==> src/rtl/wb_pkg.sv <==
// Shared types and constants for the write-back drain buffer (wb_drain).
package wb_pkg;

  localparam int REG_AW    = 4;
  localparam int NUM_REGS  = 16;
  // Widest DATAWIDTH the shared entry type can carry; narrower data is zero-extended.
  localparam int WB_DATA_W = 64;

  // One buffered register-file write. The destination field is called rd
  // because "reg" is a reserved word.
  typedef struct packed {
    logic [REG_AW-1:0]    rd;
    logic [WB_DATA_W-1:0] data;
  } wb_entry_t;

  // One-hot decode of a register index into the pending vector.
  function automatic logic [NUM_REGS-1:0] reg_onehot(input logic [REG_AW-1:0] r);
    logic [NUM_REGS-1:0] v;
    v    = '0;
    v[r] = 1'b1;
    return v;
  endfunction

endpackage

==> src/rtl/wb_fifo2.sv <==
// Two-in / two-out circular FIFO of wb_entry_t. Up to two pushes and two pops
// per cycle; exposes the two oldest entries, the occupancy and per-slot valid.
module wb_fifo2 import wb_pkg::*; #(
  parameter int DEPTH = 4
) (
  input  logic                      clk,
  input  logic                      reset,
  input  logic [1:0]                push_cnt,
  input  wb_entry_t                 push0,
  input  wb_entry_t                 push1,
  input  logic [1:0]                pop_cnt,
  output wb_entry_t                 head0,
  output wb_entry_t                 head1,
  output logic [$clog2(DEPTH):0]    count,
  output logic [DEPTH-1:0]          valid,
  output logic [DEPTH*REG_AW-1:0]   regs
);

  localparam int PTR_W = $clog2(DEPTH);
  localparam int CNT_W = PTR_W + 1;
  localparam logic [PTR_W-1:0] PTR_ONE = PTR_W'(1);

  wb_entry_t        mem_q [DEPTH];
  wb_entry_t        mem_d [DEPTH];
  logic [DEPTH-1:0] valid_q, valid_d;
  logic [PTR_W-1:0] rd_q, rd_d, wr_q, wr_d;
  logic [CNT_W-1:0] count_q, count_d;
  logic [PTR_W-1:0] rd1_s, wr1_s;

  assign rd1_s = rd_q + PTR_ONE;
  assign wr1_s = wr_q + PTR_ONE;
  assign head0 = mem_q[rd_q];
  assign head1 = mem_q[rd1_s];
  assign count = count_q;
  assign valid = valid_q;

  // Flatten the destination index of every slot for the pending decode.
  always_comb begin
    regs = '0;
    for (int i = 0; i < DEPTH; i++) begin
      regs[i*REG_AW +: REG_AW] = mem_q[i].rd;
    end
  end

  // Next-state: retire popped slots first, then fill pushed slots. Ready
  // throttling upstream guarantees pushes never land on a slot still occupied.
  always_comb begin
    mem_d   = mem_q;
    valid_d = valid_q;
    case (pop_cnt)
      2'd1: valid_d[rd_q] = 1'b0;
      2'd2: begin
        valid_d[rd_q]  = 1'b0;
        valid_d[rd1_s] = 1'b0;
      end
      default: valid_d = valid_q;
    endcase
    case (push_cnt)
      2'd1: begin
        mem_d[wr_q]   = push0;
        valid_d[wr_q] = 1'b1;
      end
      2'd2: begin
        mem_d[wr_q]    = push0;
        valid_d[wr_q]  = 1'b1;
        mem_d[wr1_s]   = push1;
        valid_d[wr1_s] = 1'b1;
      end
      default: mem_d = mem_q;
    endcase
    rd_d    = rd_q + PTR_W'(pop_cnt);
    wr_d    = wr_q + PTR_W'(push_cnt);
    count_d = count_q + CNT_W'(push_cnt) - CNT_W'(pop_cnt);
  end

  // Pointer, occupancy and valid state with synchronous reset.
  always_ff @(posedge clk) begin
    if (reset) begin
      rd_q    <= '0;
      wr_q    <= '0;
      count_q <= '0;
      valid_q <= '0;
    end else begin
      rd_q    <= rd_d;
      wr_q    <= wr_d;
      count_q <= count_d;
      valid_q <= valid_d;
    end
  end

  // Entry storage; contents are only meaningful where the slot is valid.
  always_ff @(posedge clk) begin
    mem_q <= mem_d;
  end

endmodule

==> src/rtl/wb_drain.sv <==
// Write-back drain buffer: merges two producers into a FIFO and drains up to
// two entries per cycle onto a dual-write register file port pair.
// Optional feature macro: WB_DRAIN_BYPASS_EN (same-cycle forwarding when empty).
module wb_drain import wb_pkg::*; #(
  parameter int DATAWIDTH = 32,
  parameter int DEPTH     = 4
) (
  input  logic                   clk,
  input  logic                   reset,
  input  logic                   p0_valid,
  output logic                   p0_ready,
  input  logic [REG_AW-1:0]      p0_reg,
  input  logic [DATAWIDTH-1:0]   p0_data,
  input  logic                   p1_valid,
  output logic                   p1_ready,
  input  logic [REG_AW-1:0]      p1_reg,
  input  logic [DATAWIDTH-1:0]   p1_data,
  input  logic                   stall,
  output logic                   write,
  output logic [REG_AW-1:0]      writeReg1,
  output logic [REG_AW-1:0]      writeReg2,
  output logic [DATAWIDTH-1:0]   writeData1,
  output logic [DATAWIDTH-1:0]   writeData2,
  output logic [NUM_REGS-1:0]    pending,
  output logic [$clog2(DEPTH):0] count
);

  localparam int CNT_W = $clog2(DEPTH) + 1;
  localparam logic [CNT_W-1:0] CNT_ONE = CNT_W'(1);
  localparam logic [CNT_W-1:0] CNT_TWO = CNT_W'(2);
  localparam logic [CNT_W-1:0] LIM0    = CNT_W'(DEPTH - 1);
  localparam logic [CNT_W-1:0] LIM1    = CNT_W'(DEPTH - 2);
`ifdef WB_DRAIN_BYPASS_EN
  localparam bit BYPASS_EN = 1'b1;
`else
  localparam bit BYPASS_EN = 1'b0;
`endif

  wb_entry_t               p0_ent_s, p1_ent_s;
  wb_entry_t               head0_s, head1_s;
  wb_entry_t               push0_s, push1_s;
  wb_entry_t               src0_s, src1_s;
  wb_entry_t               port1_s, port2_s;
  wb_entry_t               drive1_s, drive2_s;
  wb_entry_t               last1_q, last1_d, last2_q, last2_d;
  logic [CNT_W-1:0]        fifo_cnt_s;
  logic [DEPTH-1:0]        fifo_valid_s;
  logic [DEPTH*REG_AW-1:0] fifo_regs_s;
  logic [1:0]              push_cnt_s, pop_cnt_s, nsrc_s;
  logic                    acc0_s, acc1_s, bypass_s, write_s;
  logic [NUM_REGS-1:0]     pending_s;

  assign p0_ent_s = '{rd: p0_reg, data: WB_DATA_W'(p0_data)};
  assign p1_ent_s = '{rd: p1_reg, data: WB_DATA_W'(p1_data)};

  // Readiness looks only at the registered occupancy; this cycle's drain is not credited.
  assign p0_ready = !reset && (fifo_cnt_s <= LIM0);
  assign p1_ready = !reset && (fifo_cnt_s <= LIM1);
  assign acc0_s   = p0_valid && p0_ready;
  assign acc1_s   = p1_valid && p1_ready;

  wb_fifo2 #(.DEPTH(DEPTH)) u_fifo (
    .clk      (clk),
    .reset    (reset),
    .push_cnt (push_cnt_s),
    .push0    (push0_s),
    .push1    (push1_s),
    .pop_cnt  (pop_cnt_s),
    .head0    (head0_s),
    .head1    (head1_s),
    .count    (fifo_cnt_s),
    .valid    (fifo_valid_s),
    .regs     (fifo_regs_s)
  );

  // Choose the drain source (buffer heads or bypassed producers) and form the write pair.
  always_comb begin
    push1_s    = p1_ent_s;
    push_cnt_s = {1'b0, acc0_s} + {1'b0, acc1_s};
    pop_cnt_s  = 2'd0;
    port1_s    = head0_s;
    port2_s    = head0_s;
    bypass_s   = BYPASS_EN && (fifo_cnt_s == '0) && !stall && !reset;

    // A lone p1 takes the first free slot so the buffer stays gap-free.
    if (acc0_s) begin
      push0_s = p0_ent_s;
    end else begin
      push0_s = p1_ent_s;
    end

    if (bypass_s) begin
      src0_s     = push0_s;
      src1_s     = p1_ent_s;
      nsrc_s     = push_cnt_s;
      push_cnt_s = 2'd0;
    end else begin
      src0_s = head0_s;
      src1_s = head1_s;
      if (fifo_cnt_s >= CNT_TWO) begin
        nsrc_s = 2'd2;
      end else if (fifo_cnt_s == CNT_ONE) begin
        nsrc_s = 2'd1;
      end else begin
        nsrc_s = 2'd0;
      end
    end

    write_s = !reset && !stall && (nsrc_s != 2'd0);

    // Same destination: the younger value wins and the older write is dropped.
    case (nsrc_s)
      2'd2: begin
        if (src0_s.rd == src1_s.rd) begin
          port1_s = src1_s;
          port2_s = src1_s;
        end else begin
          port1_s = src0_s;
          port2_s = src1_s;
        end
      end
      default: begin
        port1_s = src0_s;
        port2_s = src0_s;
      end
    endcase

    if (write_s && !bypass_s) begin
      pop_cnt_s = nsrc_s;
    end else begin
      pop_cnt_s = 2'd0;
    end
  end

  // Write ports carry the new pair while writing, otherwise the last pair written.
  always_comb begin
    if (write_s) begin
      drive1_s = port1_s;
      drive2_s = port2_s;
    end else begin
      drive1_s = last1_q;
      drive2_s = last2_q;
    end
    last1_d = drive1_s;
    last2_d = drive2_s;
  end

  // Remember the last driven write-port values.
  always_ff @(posedge clk) begin
    if (reset) begin
      last1_q <= '0;
      last2_q <= '0;
    end else begin
      last1_q <= last1_d;
      last2_q <= last2_d;
    end
  end

  // Decode buffered destinations; bypassed entries never enter the buffer.
  always_comb begin
    pending_s = '0;
    for (int i = 0; i < DEPTH; i++) begin
      if (fifo_valid_s[i]) begin
        pending_s = pending_s | reg_onehot(fifo_regs_s[i*REG_AW +: REG_AW]);
      end else begin
        pending_s = pending_s;
      end
    end
  end

  assign write      = write_s;
  assign writeReg1  = drive1_s.rd;
  assign writeReg2  = drive2_s.rd;
  assign writeData1 = drive1_s.data[DATAWIDTH-1:0];
  assign writeData2 = drive2_s.data[DATAWIDTH-1:0];
  assign pending    = pending_s;
  assign count      = fifo_cnt_s;

  // Zero-extension bits of the shared entry type are carried but never driven out.
  if (DATAWIDTH < WB_DATA_W) begin : g_pad
    logic pad_unused_s;
    assign pad_unused_s = ^{drive1_s.data[WB_DATA_W-1:DATAWIDTH],
                            drive2_s.data[WB_DATA_W-1:DATAWIDTH]};
  end

endmodule

==> config.mk <==
export PLATFORM = sky130hd
export DESIGN_NAME = wb_drain
export DESIGN_NICKNAME = d
export VERILOG_FILES = /design/src/rtl/wb_pkg.sv /design/src/rtl/wb_fifo2.sv /design/src/rtl/wb_drain.sv
export SDC_FILE = /design/constraint.sdc
export NUM_CORES = 1
export LEC_CHECK = 0
export CAP_MARGIN = 40
export CORE_AREA = 2 2 206 208
export DETAILED_ROUTE_END_ITERATION = 6
export DIE_AREA = 0 0 208 210
export HOLD_SLACK_MARGIN = 0.08
export PLACE_DENSITY = 0.72
export SYNTH_ARGS = -nofsm -noshare
export SYNTH_HDL_FRONTEND = slang
export SYNTH_HIERARCHICAL = 1
export SYNTH_SLANG_ARGS = --single-unit
==> constraint.sdc <==
create_clock -name clk -period 22.3 [get_ports clk]
set_input_delay 3.345 -clock clk [delete_from_list [all_inputs] [get_ports clk]]
set_output_delay 3.345 -clock clk [all_outputs]
set_load 0.005 [all_outputs]
==> metrics.log <==
[metrics] Post-Syn Nets: 1,522
[metrics] grt total ovfl: 0
[metrics] global placement routability congestion: 0.871
[metrics] Critical Path AT: 6.60 ns
[metrics] area of the multi-input gates: 0.00787 mm^2
[metrics] endpoint of the worst register-to-register path: u_fifo/mem_q[76]$_DFFE_PN_
[metrics] first-pass GRT wire length: 67,100 um
[metrics] setup clock skew after layout: 0.0129 ns
[metrics] total routed wire length on the met1 layer: 18,700 um
[metrics] Final min period: 9.94 ns
[metrics] PostCTS Resize Cnt: 0
[metrics] crit-path max FO: 61
[metrics] total wire length after detailed routing: 43,800 um
[metrics] Static Leak: 6.45 nW
[metrics] placeable core region: 0.0415 mm^2
[metrics] detailed router's first-iteration violation count: 1,246
[metrics] Die Y: 210 um
[metrics] number of maximum-capacitance violations: 0
[metrics] wire length on met2: 19,600 um
[metrics] count of endpoints failing hold in the final timing report: 0
[metrics] average via count per standard cell: 5.78
[metrics] Clock Tree Root: sky130_fd_sc_hd__clkbuf_16
[metrics] met3 wire len: 4470 um
[metrics] Starting Density: 35.7%
[metrics] Final TNS setup: 0 ns
[metrics] average size of a mapped cell: 10.4 um^2
[metrics] PnR Total Power: 2.01 mW
[metrics] worst reg-to-reg path cell count: 9
[metrics] Std-Cell Rows: 75
[metrics] fraction of layout instances using a drive strength above 1: 13.5%
[metrics] Setup crit start kind: input port
[metrics] category of the most critical setup path: input port to primary output
[metrics] via count: 11,900
[metrics] detailed-routing iteration count for the pre-antenna-repair pass: 6
[metrics] endpoint required time on the critical path: 18.95 ns
[metrics] count of unresolved DRC violations after routing: 0
[metrics] total clock buffers created by CTS: 25
[metrics] setup repair after global routing missed its margin: false
[metrics] source of the critical timing path: stall
[metrics] maximum vdd drop: 0.0624 mV
[metrics] buffers added on ports: 170
[metrics] number of instances in the synthesized netlist: 1,428
[metrics] Register Area: 0.00599 mm^2
[metrics] initial antenna violation count: 18
[metrics] count of hold-fix buffers inserted at cts: 0
[metrics] wire per inst: 21.4 um
[metrics] Critical path destination: writeData1[2]
[metrics] number of nets in the final layout: 1,582
[metrics] crit share post-route: 44.6%
[metrics] Hold/Removal Path Class: register to register
[metrics] maximum number of pins on one net before global-route repair: 74
[metrics] cell area after technology mapping: 0.0148 mm^2
[metrics] clock latency on the worst-skew pair: 0.54 ns
[metrics] r2r setup slk: 18.38 ns
[metrics] die span in x: 208 um
[metrics] top layer used by detailed routing: met5
[metrics] count of synthesis-stage warnings from yosys: 6
[metrics] number of antenna-violating nets in the routed design: 0
[metrics] area added between synthesis and finish: 17.5%
[metrics] I/O pin total: 171
[metrics] maximum level of the CTS H-tree: 1
[metrics] CTS tree: built
[metrics] All-Layer GR Usage: 19.3%
[metrics] maximum frequency from static timing analysis: 0.101 GHz
[metrics] post-CTS setup-driven buffer insertion count: 0
[metrics] worst relative slew slack: 40.6%
[metrics] final slew viol count: 0
[metrics] Sink Count: 227
[metrics] actual transition at the worst max-transition pin: 0.892 ns
[metrics] outcome: completed
[metrics] CTS Buffer Depth: 3
[metrics] fill cell instance count of the final layout: 3,882
[metrics] Final Util: 41.9%
[metrics] final setup violation count: 0
[metrics] total power divided by cell area: 115 mW/mm^2
[metrics] via count of the first global-routing pass: 11,200
[metrics] clock-pin slew of the registers on the worst-case setup and hold paths: 0.06 ns
[metrics] sum of net half-perimeters after detailed placement: 29,800 um
[metrics] endpoint class of the critical path: primary output
[metrics] launch point of the worst reg-to-reg path: u_fifo/count[2]$_SDFF_PP0_
[metrics] Total Die Area: 0.0437 mm^2
-- state kept, by name, indices dropped and copies added, names as in the netlist --
name and cells:
u_fifo/count 3, u_fifo/mem_q 128, last1_q 36, u_fifo/wr_q 2, u_fifo/valid 4, u_fifo/regs 16
last2_q 36, u_fifo/rd_q 2
-- layout by cell type, fill, tap and decap left out, drive strengths merged, types with 4 or more instances in the layout --
master and n:
a21oi 140, nand2b 7, or2 4, edfxtp 144, o21ai 37, ha 15, nor2 167, a311oi 13
nor2b 16, xnor2 7, and3 4, nand3 25, nor3 5, or3b 4, a21o 15, nand2 146
mux4 72, clkinv 7, nand3b 6, mux2i 153, buf 25, o221ai 10, a221o 52, dfxtp 83
o211ai 29, inv 18, clkdlybuf4s50 169, o22ai 6, clkbuf 37, mux2 40, a31oi 14, and2 4
a211oi 10, diode 6
-- layout make-up --
type,instances,share of cell area (%)
inverters,17,0.381
well taps,539,3.88
multi-input cells,1023,45.3
diodes,6,0.0863
clock inverters,9,0.446
repair buffers,194,11.1
flip-flops and latches,227,34.4
clock buffers,37,4.37
-- report_power, final --
group          internal [mW]  switching (mW)
clock network          0.248           0.172
logic                  0.411           0.470
registers              0.613          0.0942
total                   1.27           0.736
-- worst min path at each step --
stage                            from                endpoint  slack [ns]  depth (start not counted)
5_1_grt        last2_q[23]$_SDFF_PP0_  last2_q[23]$_SDFF_PP0_        0.48                          2
3_3_place_gp   last2_q[19]$_SDFF_PP0_  last2_q[19]$_SDFF_PP0_        0.45                          2
4_1_cts        last2_q[23]$_SDFF_PP0_  last2_q[23]$_SDFF_PP0_        0.46                          2
6_report       last2_q[23]$_SDFF_PP0_  last2_q[23]$_SDFF_PP0_        0.46                          2
3_5_place_dp   last2_q[23]$_SDFF_PP0_  last2_q[23]$_SDFF_PP0_        0.45                          2
2_1_floorplan  last2_q[12]$_SDFF_PP0_  last2_q[12]$_SDFF_PP0_        0.44                          2
-- worst max-delay path, stage by stage --
cell	delay (ns)
sky130_fd_sc_hd__clkdlybuf4s50_1	0.47
sky130_fd_sc_hd__nor2_4	0.55
sky130_fd_sc_hd__nand2_2	0.26
sky130_fd_sc_hd__buf_4	0.38
sky130_fd_sc_hd__inv_2	0.51
sky130_fd_sc_hd__buf_12	0.27
sky130_fd_sc_hd__o211ai_1	0.14
sky130_fd_sc_hd__o211ai_1	0.12
sky130_fd_sc_hd__clkdlybuf4s50_1	0.54
-- metal layers --
layer	vias to the layer above	GRT usage [%]
li1	5480	-
met1	5747	26.8
met2	525	29.3
met3	86	5.44
met4	22	5.58
met5	-	0
-- metrics by stage --
stage	cell area, um^2	std cells	setup WS, ns	hold slack, ns
global route	17400	2048	12.08	0.479
floorplan	14800	1428	14.05	0.439
finish	17400	2052	12.36	0.458
CTS	17400	2046	12.35	0.461
detailed placement	16500	2000	12.35	0.452
global placement	16400	1995	12.17	0.447
Note: power is estimated with default switching activity, not from simulation.
==> patch 1, RTL diff (same settings) <==
Register the output `count`, cleared by the reset; this adds one clock of latency there. The other outputs are not delayed to match.
--- a/src/rtl/wb_drain.sv
+++ b/src/rtl/wb_drain.sv
@@ -30,6 +30,8 @@
   localparam logic [CNT_W-1:0] CNT_TWO = CNT_W'(2);
   localparam logic [CNT_W-1:0] LIM0    = CNT_W'(DEPTH - 1);
   localparam logic [CNT_W-1:0] LIM1    = CNT_W'(DEPTH - 2);
+
+  logic [$clog2(DEPTH):0] count_c;
 `ifdef WB_DRAIN_BYPASS_EN
   localparam bit BYPASS_EN = 1'b1;
 `else
@@ -174,7 +176,7 @@
   assign writeData1 = drive1_s.data[DATAWIDTH-1:0];
   assign writeData2 = drive2_s.data[DATAWIDTH-1:0];
   assign pending    = pending_s;
-  assign count      = fifo_cnt_s;
+  assign count_c    = fifo_cnt_s;
 
   // Zero-extension bits of the shared entry type are carried but never driven out.
   if (DATAWIDTH < WB_DATA_W) begin : g_pad
@@ -183,5 +185,13 @@
                             drive2_s.data[WB_DATA_W-1:DATAWIDTH]};
   end
 
+  always_ff @(posedge clk) begin
+    if (reset) begin
+      count <= '0;
+    end else begin
+      count <= count_c;
+    end
+  end
+
 endmodule
 
Function: changed (a bounded check fails within 4 cycles, from zero or initial values and one cycle with reset high).
==> patch 1 against the original RTL <==
Wire length rose by 0.45%. Sequential cell count rose by 3. Critical path type unchanged. Synthesized area rose by 0.85%. Clock skew rose by 5.8 ps. Utilization rose by 0.15 points. Total power rose by 0.17%. Clock power fell by 2%. Setup slack got worse by 6.7 ps. Cell area rose by 0.36%.
==> patch 1: results (changes against the original RTL) <==
Status: complete, no violations (unchanged)
Slowest stage cell, crit path: buf_4 (was nor2_4)
Initial drt markers: 1,421 (was 1,246)
Met3 WL: 4.470 mm (was 4.466 mm)
Initial antenna violation count: 17 (was 18)
Cts repair resizes: 0 (unchanged)
GR Util met1: 26.93% (was 26.83%)
Initial DRT Pass Iterations: 5 (was 6)
Met2 usage in global routing: 29.92% (was 29.34%)
DR WL/cell: 21.41 um (was 21.37 um)
Critical Path Fanout Max: 76 (was 61)
Root buffer cell: clkbuf_16 (unchanged)
Clock skew: 18.72 ps (was 12.95 ps)
GRT met3 Usage: 5.542% (was 5.438%)
Met2 wire length: 19.23 mm (was 19.56 mm)
Largest net degree at the start of global routing: 77 (was 74)
Clock slew at reported path FFs: 60 ps (about the same)
Largest delay share family, worst path: buffers and inverters (unchanged)
Crit-path max cell delay: 590 ps (was 550 ps)
NumNets Final: 1,585 (was 1,582)
Worst-case clock buffer depth: 3 (unchanged)
Hold Crit Class: flip-flop to flip-flop (unchanged)
Cts bufs inserted: 25 (unchanged)
Vias in the first global route: 11,310 (was 11,160)
Clock latency on the worst-skew pair: 550 ps
Worst EP arrival: 6600 ps (about the same)
Regs by FF count: u_fifo/mem_q: 128 flops, last1_q: 36 flops, last2_q: 36 flops (unchanged)
Leak: 6.449 nW (was 6.454 nW)
GRT Total Usage: 19.63% (was 19.29%)
Worst vdd ir: 0.06129 mV (was 0.06243 mV)
Placer Congestion: 0.9438 (was 0.8705)
Post-CTS setup repair buffer count: 0 (unchanged)
Ys Warns: 6 (unchanged)
H-tree depth: 1 (unchanged)
Share of cells above drive strength 1: 13.18% (was 13.54%)
Post-Syn Nets: 1,528 (was 1,522)
Metal-1 WL: 18.87 mm (was 18.71 mm)
Via count: 12,010 (was 11,860)
Top sig layer: met5 (unchanged)
Relative slew slack: 42.79% (was 40.56%)
First-pass GRT wire length: 68.17 mm (was 67.11 mm)
Dpl hpwl: 29.70 mm (was 29.78 mm)
Port Buffers: 170 (unchanged)
patch 1: area by class of cell:
cell class / instances / area, sq um
clock buffer: 34 / 711.9
timing repair buffer: 191 / 1867
antenna: 8 / 20.02
inverter: 17 / 66.31
sequential: 230 / 6051
fill: 3861 / 24020
multi-input combinational: 1026 / 7966
clock inverter: 12 / 97.59
tap: 539 / 674.4
patch 1: worst register-to-register path, delay by kind of cell (launching register included):
kind / cells / cell delay, ps
buffers and inverters: 3 / 1140
flip-flops: 1 / 760
multiplexers: 1 / 690
AO/OA/AOI/OAI: 2 / 510
adder cells (fa/ha/maj): 1 / 360
AND/OR/NAND/NOR: 1 / 320
XOR/XNOR: 1 / 200
patch 1: metrics by stage:
step / cell area, sq um / setup WS, ps / hold WS (ps) / cells / power, mW
finish: 17450 / 12350 / 462.6 / 2057 / 2.012
CTS: 17430 / 12380 / 461.0 / 2049 / 2.009
detailed placement: 16620 / 12380 / 452.2 / 2003 / 1.593
global route: 17440 / 12090 / 477.0 / 2051 / 2.118
global placement: 16600 / 12410 / 448.2 / 2002 / 1.565
floorplan: 14920 / 14150 / 439.5 / 1434 / 1.299
patch 1: path summary, 6_finish.rpt:
| kind | from | endpoint | cells after the start | slack [ps] |
|---|---|---|---|---|
| setup / recovery | stall | writeData1[2] | 9 | 12350 |
| hold / removal | last2_q[15] | last2_q[15] | 2 | 460 |
| setup reg to reg | u_fifo/rd_q[0] | last1_q[11] | 9 | 18230 |
| hold reg to reg | last2_q[15] | last2_q[15] | 2 | 460 |
patch 1: power breakdown:
part | internal, mW | switching, mW | total (mW)
registers | 0.619 | 0.0982 | 0.717
logic | 0.407 | 0.474 | 0.881
clock network | 0.236 | 0.177 | 0.413
==> patch 2, RTL diff (same flow settings) <==
Made on the original files. Set the localparam `BYPASS_EN` to 1'b1 (it was 1'b0).
--- a/src/rtl/wb_drain.sv
+++ b/src/rtl/wb_drain.sv
@@ -33,7 +33,7 @@
 `ifdef WB_DRAIN_BYPASS_EN
   localparam bit BYPASS_EN = 1'b1;
 `else
-  localparam bit BYPASS_EN = 1'b0;
+  localparam bit BYPASS_EN = 1'b1;
 `endif
 
   wb_entry_t               p0_ent_s, p1_ent_s;
Function: changed (a bounded check fails within 4 cycles, from zero or initial values and one cycle with reset high).
==> patch 2 against the original RTL <==
Clock skew about the same. Critical path type unchanged. Register-to-register slack worse by 890 ps. Setup slack worse by 1300 ps. Sequential share of layout area is 2.7 points lower. Sequential cell count stayed put. Synthesized area grew 9.6%. Hold slack worse by 6.8 ps. Total power is 5.4% higher. Wire length increased by 6.3%. Critical endpoint is now writeData2[25]. Cell area grew 8.7%. Largest power group unchanged.
==> patch 2: results (changes against the original RTL) <==
Relative slew slack: 37.58% (was 40.56%)
Regs by FF count: u_fifo/mem_q: 128 flops, last1_q: 36 flops, last2_q: 36 flops (unchanged)
H-tree depth: 1 (unchanged)
Initial DRT Pass Iterations: 6 (unchanged)
Root buffer cell: clkbuf_16 (unchanged)
Drt total wl: 46.59 mm (was 43.84 mm)
Cts repair resizes: 0 (unchanged)
Fillers: 3,852 (was 3,882)
Clock skew: 12.87 ps (was 12.95 ps)
Clock latency on the worst-skew pair: 560 ps (was 540 ps)
Share of cells above drive strength 1: 18.35% (was 13.54%)
NumNets Final: 1,721 (was 1,582)
Largest net degree at the start of global routing: 79 (was 74)
Status: complete, no violations (unchanged)
Initial antenna violation count: 7 (was 18)
Initial drt markers: 1,002 (was 1,246)
Worst vdd ir: 0.06872 mV (was 0.06243 mV)
GRT met3 Usage: 4.753% (was 5.438%)
Vias in the first global route: 12,640 (was 11,160)
GR Util met1: 26.25% (was 26.83%)
Worst reg2reg path depth: 10 (was 9)
Worst EP arrival: 7880 ps (was 6600 ps)
Hold slack: 451.2 ps (was 458.1 ps)
Dpl hpwl: 30.10 mm (was 29.78 mm)
Leak: 7.188 nW (was 6.454 nW)
Critical Path Fanout Max: 77 (was 61)
Clock slew at reported path FFs: 60 ps (about the same)
GRT Total Usage: 20.78% (was 19.29%)
Reg2Reg Setup Slack: 17,490 ps (was 18,380 ps)
Post-CTS setup repair buffer count: 0 (unchanged)
Ys Warns: 6 (unchanged)
Vias per std cell: 5.833 (was 5.780)
Port Buffers: 170 (unchanged)
Placer Congestion: 0.8789 (was 0.8705)
Cts bufs inserted: 27 (was 25)
First-pass GRT wire length: 72.37 mm (was 67.11 mm)
Antenna Diode Count: 0 (was 6)
Pre-CTS setup slack: 11,060 ps (was 12,350 ps)
Fmax: 89.08 MHz (was 100.6 MHz)
Hold Crit Class: flip-flop to flip-flop (unchanged)
Worst-case clock buffer depth: 3 (unchanged)
Cell depth of the worst min-delay path: 2 (unchanged)
Met2 usage in global routing: 34.93% (was 29.34%)
patch 2: per-layer routing:
| layer | part of all wire [%] | wire length, um |
|---|---|---|
| met5 | 0.20 | 92 |
| met4 | 2.8 | 1322 |
| met3 | 8.4 | 3913 |
| met2 | 48 | 22300 |
| met1 | 41 | 18970 |
patch 2: metrics by stage:
| stage | total power [mW] | cell area, sq um | utilization (%) | std cells |
|---|---|---|---|---|
| global route | 2.234 | 18900 | 45.57 | 2185 |
| global placement | 1.654 | 17940 | 43.25 | 2131 |
| floorplan | 1.378 | 16220 | - | 1568 |
| detailed placement | 1.691 | 18050 | 43.51 | 2136 |
| finish | 2.118 | 18900 | 45.57 | 2185 |
| CTS | 2.122 | 18900 | 45.57 | 2185 |
patch 2: path summary, 6_finish.rpt:
| kind | to | startpoint |
|---|---|---|
| worst max-delay path | writeData2[25] | reset |
| worst min-delay path | last1_q[26] | last1_q[26] |
| worst max register to register | last1_q[25] | u_fifo/rd_q[1] |
| worst min register to register | last1_q[26] | last1_q[26] |
patch 2: cell type report:
type / count / area share (%)
multi-input combinational: 1160 / 49.66
sequential: 227 / 31.70
timing repair buffer: 191 / 10.17
clock buffer: 37 / 4.045
tap: 539 / 3.568
clock inverter: 12 / 0.4634
inverter: 19 / 0.4038
patch 2: worst max-delay path: stages:
cell	delay, ps
buf_2	70
buf_4	580
a211oi_1	110
and2_1	200
ha_1	220
nor3_1	290
a211o_4	760
buf_4	760
nor2_4	350
a222oi_1	460
inv_1	160
clkdlybuf4s50_1	480
patch 2: where the power goes:
group / internal [mW] / leakage, nW / switching, mW / total, mW
registers: 0.622 / 2.04 / 0.0996 / 0.721
clock network: 0.250 / 0.421 / 0.178 / 0.428
logic: 0.485 / 4.73 / 0.483 / 0.968
